===== config.mk =====
export PLATFORM = sky130hd
export DESIGN_NAME = rtc_timekeeper
export DESIGN_NICKNAME = d
export VERILOG_FILES = /design/src/rtl/rtc_pkg.sv /design/src/rtl/mod_counter.sv /design/src/rtl/rtc_timekeeper.sv
export SDC_FILE = /design/constraint.sdc
export NUM_CORES = 1
export LEC_CHECK = 0
export ABC_AREA = 1
export CORE_MARGIN = 4
export CORE_UTILIZATION = 30
export DETAILED_ROUTE_END_ITERATION = 10
export PLACE_DENSITY = 0.55
export SETUP_SLACK_MARGIN = 0.02
export SYNTH_ARGS = -nofsm -noshare
export SYNTH_HDL_FRONTEND = slang
export SYNTH_SLANG_ARGS = --single-unit

===== constraint.sdc =====
create_clock -name clk -period 2.4 [get_ports clk]
set_input_delay 0.48 -clock clk [delete_from_list [all_inputs] [get_ports clk]]
set_output_delay 0.48 -clock clk [all_outputs]
set_load 0.1 [all_outputs]

===== src/rtl/rtc_pkg.sv =====
// Shared widths, limits and time record for the RTC timekeeper.
// Latency: n/a (constants and a combinational helper only).
// Backpressure: none.
package rtc_pkg;

    localparam int SEC_W = 6;
    localparam int MIN_W = 6;
    localparam int HR_W  = 5;

    localparam logic [SEC_W-1:0] SEC_MAX   = 6'd59;
    localparam logic [MIN_W-1:0] MIN_MAX   = 6'd59;
    localparam logic [HR_W-1:0]  HR_MAX    = 5'd23;
    localparam logic [HR_W-1:0]  HR12_NOON = 5'd12;

    typedef struct packed {
        logic [HR_W-1:0]  hr;
        logic [MIN_W-1:0] min;
        logic [SEC_W-1:0] sec;
    } time_t;

    // 24-hour value to displayed value; midnight shows as 12 in 12-hour mode.
    function automatic logic [HR_W-1:0] disp_hr(input logic [HR_W-1:0] h, input logic m12);
        if (!m12)
            return h;
        if (h == '0)
            return HR12_NOON;
        if (h > HR12_NOON)
            return h - HR12_NOON;
        return h;
    endfunction

endpackage


===== src/rtl/mod_counter.sv =====
// Modulo-(MAX+1) counter with synchronous load; load beats increment.
// Latency: count updates on the edge after inc/load; carry_out is combinational.
// Backpressure: none.
module mod_counter #(
    parameter int W   = 6,
    parameter int MAX = 59
) (
    input  logic         clk,
    input  logic         reset,
    input  logic         inc,
    input  logic         load,
    input  logic [W-1:0] load_val,
    output logic [W-1:0] count,
    output logic [W-1:0] count_nxt,
    output logic         carry_out
);

    logic at_max;

    assign at_max    = (count == W'(MAX));
    assign carry_out = inc && !load && at_max;

    always_comb begin
        count_nxt = count;
        if (load)
            count_nxt = load_val;
        else if (inc)
            count_nxt = at_max ? '0 : count + W'(1);
    end

    always_ff @(posedge clk) begin
        if (reset)
            count <= '0;
        else
            count <= count_nxt;
    end

endmodule


===== src/rtl/rtc_timekeeper.sv =====
// 24-hour hh:mm:ss timekeeper with 1 Hz prescaler, hold, validated load, 12/24 h display.
// Latency: outputs registered, 1 cycle after tick/load; optional alarm via RTC_TIMEKEEPER_ALARM_EN.
// Backpressure: none; a load request is accepted or rejected (set_err) in one cycle.
module rtc_timekeeper
    import rtc_pkg::*;
#(
    parameter int TICK_DIV = 50_000_000,
    parameter int DIV_W    = $clog2(TICK_DIV)
) (
    input  logic             clk,
    input  logic             reset,
    input  logic             hold,
    input  logic             mode_12h,
    input  logic             set_valid,
    input  logic [SEC_W-1:0] set_sec,
    input  logic [MIN_W-1:0] set_min,
    input  logic [HR_W-1:0]  set_hr,
    input  logic             alarm_arm,
    input  logic [MIN_W-1:0] alarm_min,
    input  logic [HR_W-1:0]  alarm_hr,
    output logic [SEC_W-1:0] sec,
    output logic [MIN_W-1:0] min,
    output logic [HR_W-1:0]  hr,
    output logic [HR_W-1:0]  hr_disp,
    output logic             pm,
    output logic             sec_tick,
    output logic             set_err,
    output logic             alarm
);

    logic [DIV_W-1:0] presc;
    logic             tick;
    logic             set_ok;
    logic             load;
    logic             adv;
    logic             sec_carry;
    logic             min_carry;
    logic             hr_carry_unused;
    time_t            nxt;

    assign tick   = !hold && (presc == DIV_W'(TICK_DIV - 1));
    assign set_ok = (set_sec <= SEC_MAX) && (set_min <= MIN_MAX) && (set_hr <= HR_MAX);
    assign load   = set_valid && set_ok;
    assign adv    = tick && !load;

    // An accepted load restarts the second so the next tick is a full period away.
    always_ff @(posedge clk) begin
        if (reset)
            presc <= '0;
        else if (load || tick)
            presc <= '0;
        else if (!hold)
            presc <= presc + DIV_W'(1);
    end

    mod_counter #(.W(SEC_W), .MAX(int'(SEC_MAX))) u_sec (
        .clk(clk), .reset(reset), .inc(adv), .load(load), .load_val(set_sec),
        .count(sec), .count_nxt(nxt.sec), .carry_out(sec_carry)
    );

    mod_counter #(.W(MIN_W), .MAX(int'(MIN_MAX))) u_min (
        .clk(clk), .reset(reset), .inc(sec_carry), .load(load), .load_val(set_min),
        .count(min), .count_nxt(nxt.min), .carry_out(min_carry)
    );

    mod_counter #(.W(HR_W), .MAX(int'(HR_MAX))) u_hr (
        .clk(clk), .reset(reset), .inc(min_carry), .load(load), .load_val(set_hr),
        .count(hr), .count_nxt(nxt.hr), .carry_out(hr_carry_unused)
    );

    always_ff @(posedge clk) begin
        if (reset) begin
            hr_disp  <= mode_12h ? HR12_NOON : '0;
            pm       <= 1'b0;
            sec_tick <= 1'b0;
            set_err  <= 1'b0;
        end else begin
            hr_disp  <= disp_hr(nxt.hr, mode_12h);
            pm       <= (nxt.hr >= HR12_NOON);
            sec_tick <= adv;
            set_err  <= set_valid && !set_ok;
        end
    end

`ifdef RTC_TIMEKEEPER_ALARM_EN
    // Only a tick can fire; nxt is always in range so bad alarm values never match.
    always_ff @(posedge clk) begin
        if (reset)
            alarm <= 1'b0;
        else
            alarm <= adv && alarm_arm && (nxt.sec == '0) &&
                     (nxt.min == alarm_min) && (nxt.hr == alarm_hr);
    end
`else
    logic unused_alarm_in;
    assign unused_alarm_in = ^{alarm_arm, alarm_min, alarm_hr};
    assign alarm = 1'b0;
`endif

endmodule

### Word-level counts from Yosys, hierarchy flattened

Cells that the tools add are included.

* add/sub/neg operators: 5
* order comparisons: 5
* equality and inequality tests: 4
* mux-type cells: 26
* reduce and logical (&&, ||, !) cells: 18

Operators by type and width (number)
* two-way mux 5 bit: 10
* two-way mux 6 bit: 6
* adder 26 x 1 -> 26 bit (second input constant): 1
* equality test 26 bit (second input constant): 1
* adder 6 x 1 -> 6 bit (second input constant): 2
* equality test 6 bit (second input constant): 2
* less-or-equal comparator 6 bit (second input constant): 2
* logical AND 1 bit: 10
* two-way mux 1 bit: 9
* adder 5 x 1 -> 5 bit (second input constant): 1
* equality test 5 bit (second input constant): 1
* >= comparator 5 x 4 -> 1 bit (second input constant): 1
* greater-than comparator 5 x 4 -> 1 bit (second input constant): 1
* less-or-equal comparator 5 bit (second input constant): 1
* zero test 5 bit: 1
* subtractor 5 x 4 -> 5 bit (second input constant): 1
* two-way mux 4 bit: 1
* nonzero test 2 bit: 2
* zero test 1 bit: 3
* OR reduction 2 bit: 1
* logical OR 1 bit: 1

* bits in registers: 51
* bits of input ports: 34
* output and inout bits: 26
* logic and storage cells: 66

### Depth between registers and ports, before layout

* depth in word-level cells: 23
* gate-level depth with buffers: 17

### Cells and area by module

From an unflattened synthesis, not the netlist that was laid out.

* cells, all modules: 473
* area, all modules: 3029.2 um^2

Modules (own cells, without submodules)
* rtc_timekeeper: instances 1, cells an instance 291, area an instance 1860.5 um^2, seq. area each 680.7 um^2
* mod_counter at u_min ...: instances 2, cells an instance 66, area an instance 422.9 um^2, seq. area each 120.1 um^2
* mod_counter at u_hr: instances 1, cells an instance 50, area an instance 322.8 um^2, seq. area each 100.1 um^2

### Least setup slack after synthesis

Ideal clock, no wire load.

* path type: register to register
* start point: register u_min.count[0]
* end point: register hr_disp[3]
* arrival: 2591 ps
* path slack: -254 ps
* stages on the path, launching flop included: 15
* buffers on the path: 1
* period minus slack after synthesis: 2654 ps
* path through: dfxtp_1 -> ha_1 -> inv_1 -> nor3_2 -> buf_2 -> nand4_2 -> nand2_1 -> nand2_1 -> nand2_2 -> nand2_1 -> nor2_1 -> nand2_2 -> a21oi_2 -> nor2_1 -> nor2_1

* cells in the longest elaborated chain, start to end: 13
* elaborated cells between the ends (all ways): 21

RTL lines
* start, declared: RTL line mod_counter.sv:13 `output logic [W-1:0] count,`
* start signal, assigned: RTL line mod_counter.sv:35 `count <= count_nxt;`
* equality test 6 bit (*): RTL line mod_counter.sv:20 `assign at_max = (count == W'(MAX));`
* logical AND 1 bit (*): RTL line mod_counter.sv:21 `assign carry_out = inc && !load && at_max;`
* two-way mux 5 bit (*): RTL line mod_counter.sv:27 `else if (inc)`
* two-way mux 5 bit (*): RTL line mod_counter.sv:25 `if (load)`
* greater-than comparator 5 x 4 -> 1 bit: RTL line rtc_pkg.sv:27 `if (h > HR12_NOON)`
* two-way mux 1 bit (2 in series): RTL line rtc_pkg.sv:27
* two-way mux 1 bit: RTL line rtc_pkg.sv:25 `if (h == '0)`
* two-way mux 1 bit: RTL line rtc_timekeeper.sv:72 `if (reset) begin`
* two-way mux 5 bit: RTL line rtc_pkg.sv:29 `return h;`
* two-way mux 5 bit: RTL line rtc_pkg.sv:27
* two-way mux 5 bit (*): RTL line rtc_pkg.sv:25
* two-way mux 5 bit (*): RTL line rtc_timekeeper.sv:72
* end signal, assigned: RTL line rtc_timekeeper.sv:73 `hr_disp <= mode_12h ? HR12_NOON : '0;`
* end signal, assigned: RTL line rtc_timekeeper.sv:78 `hr_disp <= disp_hr(nxt.hr, mode_12h);`
* end, declared: RTL line rtc_timekeeper.sv:24 `output logic [HR_W-1:0] hr_disp,`

Every way passes the cells marked *; elsewhere a longest branch is shown, timed or not. The select of a mux whose other input is x is not followed.
A chain may end at the register's enable or synchronous reset.

### Worst setup path after layout

* start point: input port set_sec[2]
* end point: register u_min.count[0]

* cells in the longest elaborated chain, start to end: 9
* elaborated cells between the ends (all ways): 10

RTL lines
* start, declared: RTL line rtc_timekeeper.sv:15 `input logic [SEC_W-1:0] set_sec,`
* less-or-equal comparator 6 bit (*): RTL line rtc_timekeeper.sv:42 `assign set_ok = (set_sec <= SEC_MAX) && (set_min <= MIN_MAX) && (set_hr <= HR_MAX);`
* logical AND 1 bit (*) (2 in series): RTL line rtc_timekeeper.sv:42
* logical AND 1 bit (*): RTL line rtc_timekeeper.sv:43 `assign load = set_valid && set_ok;`
* zero test 1 bit
* logical AND 1 bit: RTL line rtc_timekeeper.sv:44 `assign adv = tick && !load;`
* logical AND 1 bit (2 in series): RTL line mod_counter.sv:21
* nonzero test 2 bit (no line)

Every way passes the cells marked *; elsewhere a longest branch is shown, timed or not.

==> flow_summary.toml <==
[cells_and_area]
fin_area_mm2 = 0.004036
fill_cells = 1084
final_common_cell = "nand2_1"
stdcell_count = 663
nets = 568
post-route-util_pct = 41.11
num_antenna_cells = 0
area_growth_syn_to_layout_pct = 33.42
drive_gt1_share_pct = 28.49
mostFrequentLayoutCells = "93 x nand2_1, 74 x buf_4, 57 x nor2_1, 38 x dfxtp_1, 33 x nand3_1"

[worst_setup_path]
path_cells = "clkdlybuf4s50_1, nand2_1, nor2_1, nor2_1, nand3_2, buf_4, nand3_2, nor2_4, buf_4, nor2_1, inv_2, o21ai_0, a21oi_1"
crit_fanout = 9
critPathLaunch = "set_sec[2]"
required_ns = 2.59
cp-end-kind = "flop"
critical_path.top_delay_family = "buffers and inverters"
worstSetupStartpointType = "primary input"
crit_buf_inv = 4
critical_path.max_stage_delay_ns = 0.46
cp_data_arrival_time_ns = 2.38
worst_path_max_delay_cell = "clkdlybuf4s50_1"
path_common_cell = "nor2_1"
crit-reg2reg-launch = "presc[1]$_SDFFE_PP0N_"
crit_type = "primary input to flop"

[placed_design]
place.gp.congestion = 0.8197
place_inst = 656
placed_cell_area_mm2 = 0.003925
place_ws_ns = -0.1946
io_buffers = 46
hpwlAfterDp_mm = 6.073

[worst_hold_path]
min_path_type = "flop to flop"
holdCritStartpoint = "presc[0]$_SDFFE_PP0N_"

[timing]
fin_crit_sh_pct = 91.32
finalHoldViolCount = 0
min_period_ns = 2.192
slew_violations = 0
finClkSkew_ns = 0.005835
fin_ws_ns = 0.2084
setup_viol = 0
max_freq_ghz = 0.4563
tns_ns = 0
rsz0062_at_grt = "no"

[cts]
postCtsSetupBuffers = 0
cts_sinks = 51
cts_made_buffers = 5
ctsHoldBuffers = 0
htreeDepth = 2
path_clk_slew_ns = 0.09
tritoncts = "yes"
cts_root_buf = "clkbuf_8"
worstSkewPairLatency_ns = 0.30
clockBufferDepth = 2

[grt]
grt_overflow_total = 0
grt_first_pass_wirelength_mm = 12.53
grt_pass1_vias = 2757
grtUsageTotal_pct = 13.04
grt_max_degree = 15
antenna_found_initial = 0

[job]
drv_cap = 0

[drt]
drt_iter0_markers = 130
drc = 0
drt_wl_total_mm = 7.535
ant_nets = 0
vias_per_cell = 4.578
first_pass_iters = 4
vias = 3035
wl_per_cell_um = 11.37

[logic_synthesis]
ys_ff_latch = 51
yosysWarnings = 0
syn_inst = 437
synth_area_leader_cell = "dfxtp_1"
async_flop_share_pct = 0
ys_types = 42
synth.top_cell.area_share_pct = 33.75
ys_seq_area_share_pct = 33.75
synth_nets = 475
synthFlopType = "dfxtp_1"
netlist_area_mm2 = 0.003025
synth_area_leaders = "dfxtp_1 34%, nand2_1 12%, nor2_1 7.2%"
syn_avg_cell_area_um2 = 6.923
synth_edf_count = 0

[die]
row_count = 36
ioPinCount = 60
initial_core_util_pct = 30.81
design.core.area_mm2 = 0.009819
die-height_um = 108.4
die_x_um = 108.4
dieArea_mm2 = 0.01175

[run_status]
status = "finished clean"

[pwr]
p_per_area_mw_per_mm2 = 492.4
ir_worst_vdd_mv = 0.2353
p_leak_nw = 1.670
[cell usage after synthesis (all sizes together), types with 6 or more instances]
master / n
nand2: 101
nand4: 14
nor2: 68
dfxtp: 51
inv: 45
nor3: 16
nand3: 38
o21ai: 19
or2: 8
xor2: 11
clkbuf: 6
a21oi: 27
a31oi: 6
[path summary, 6_finish.rpt]
check                                end  slack, ns  cells past startpoint
max          u_min.count[0]$_SDFFE_PP0P_       0.21                     13
min                presc[0]$_SDFFE_PP0N_       0.45                      1
max reg2reg       presc[22]$_SDFFE_PP0N_       0.27                     14
min reg2reg        presc[0]$_SDFFE_PP0N_       0.45                      1
[timing repair]
item | 4_1_cts | 5_1_grt
hold endpoints to repair | 0 | 0
setup endpoints to repair | 0 | 15
gates resized for setup | 0 | 8
[cells by family (layout without fill, tap and decap cells)]
logic type	count (synthesis)	in the layout	share of synthesized area, %
compound gates	62	62	11.95
xor+xnor	14	14	4.053
fa+ha+maj	4	4	1.654
buf+inv	55	148	7.816
flops	51	51	33.75
other cells	1	1	0.1240
simple gates	250	250	40.65
[power breakdown]
part	leakage [nW]	internal [mW]	total [mW]	switching, mW
clock	0.0470	0.227	0.511	0.284
combinational	1.20	0.180	0.560	0.381
sequential	0.420	0.882	0.916	0.0348
total	1.67	1.29	1.99	0.699
[registers in the layout, summed over array words and instances, names as in the netlist]
signal,count
hr_disp,5
pm,1
presc,26
sec_tick,1
set_err,1
u_hr.count,5
u_min.count,6
u_sec.count,6
[per-layer routing]
layer	global-route usage, %	vias up	routed length, µm
met5	0	-	0
met4	2.705	0	71
met3	2.388	5	251
met2	19.81	43	3267
met1	19.19	1367	3945
li1	-	1620	-
[area by class of cell]
cell class | count | area, µm² | share of cell area (%)
multi-input cells | 331 | 1788 | 44.30
flip-flops and latches | 51 | 1037 | 25.70
repair buffers | 96 | 788.3 | 19.53
inverters | 45 | 168.9 | 4.185
well taps | 133 | 166.4 | 4.123
clock buffers | 6 | 82.58 | 2.046
clock inverters | 1 | 5.005 | 0.1240
[through the flow]
step | power (mW) | hold slack [ns]
5_1_grt | 2.085 | 0.4774
2_1_floorplan | 1.318 | 0.4341
3_5_place_dp | 1.496 | 0.4521
6_report | 1.987 | 0.4541
4_1_cts | 2.015 | 0.4671
3_3_place_gp | 1.493 | 0.4459
Note: power is estimated with default switching activity, not from simulation.
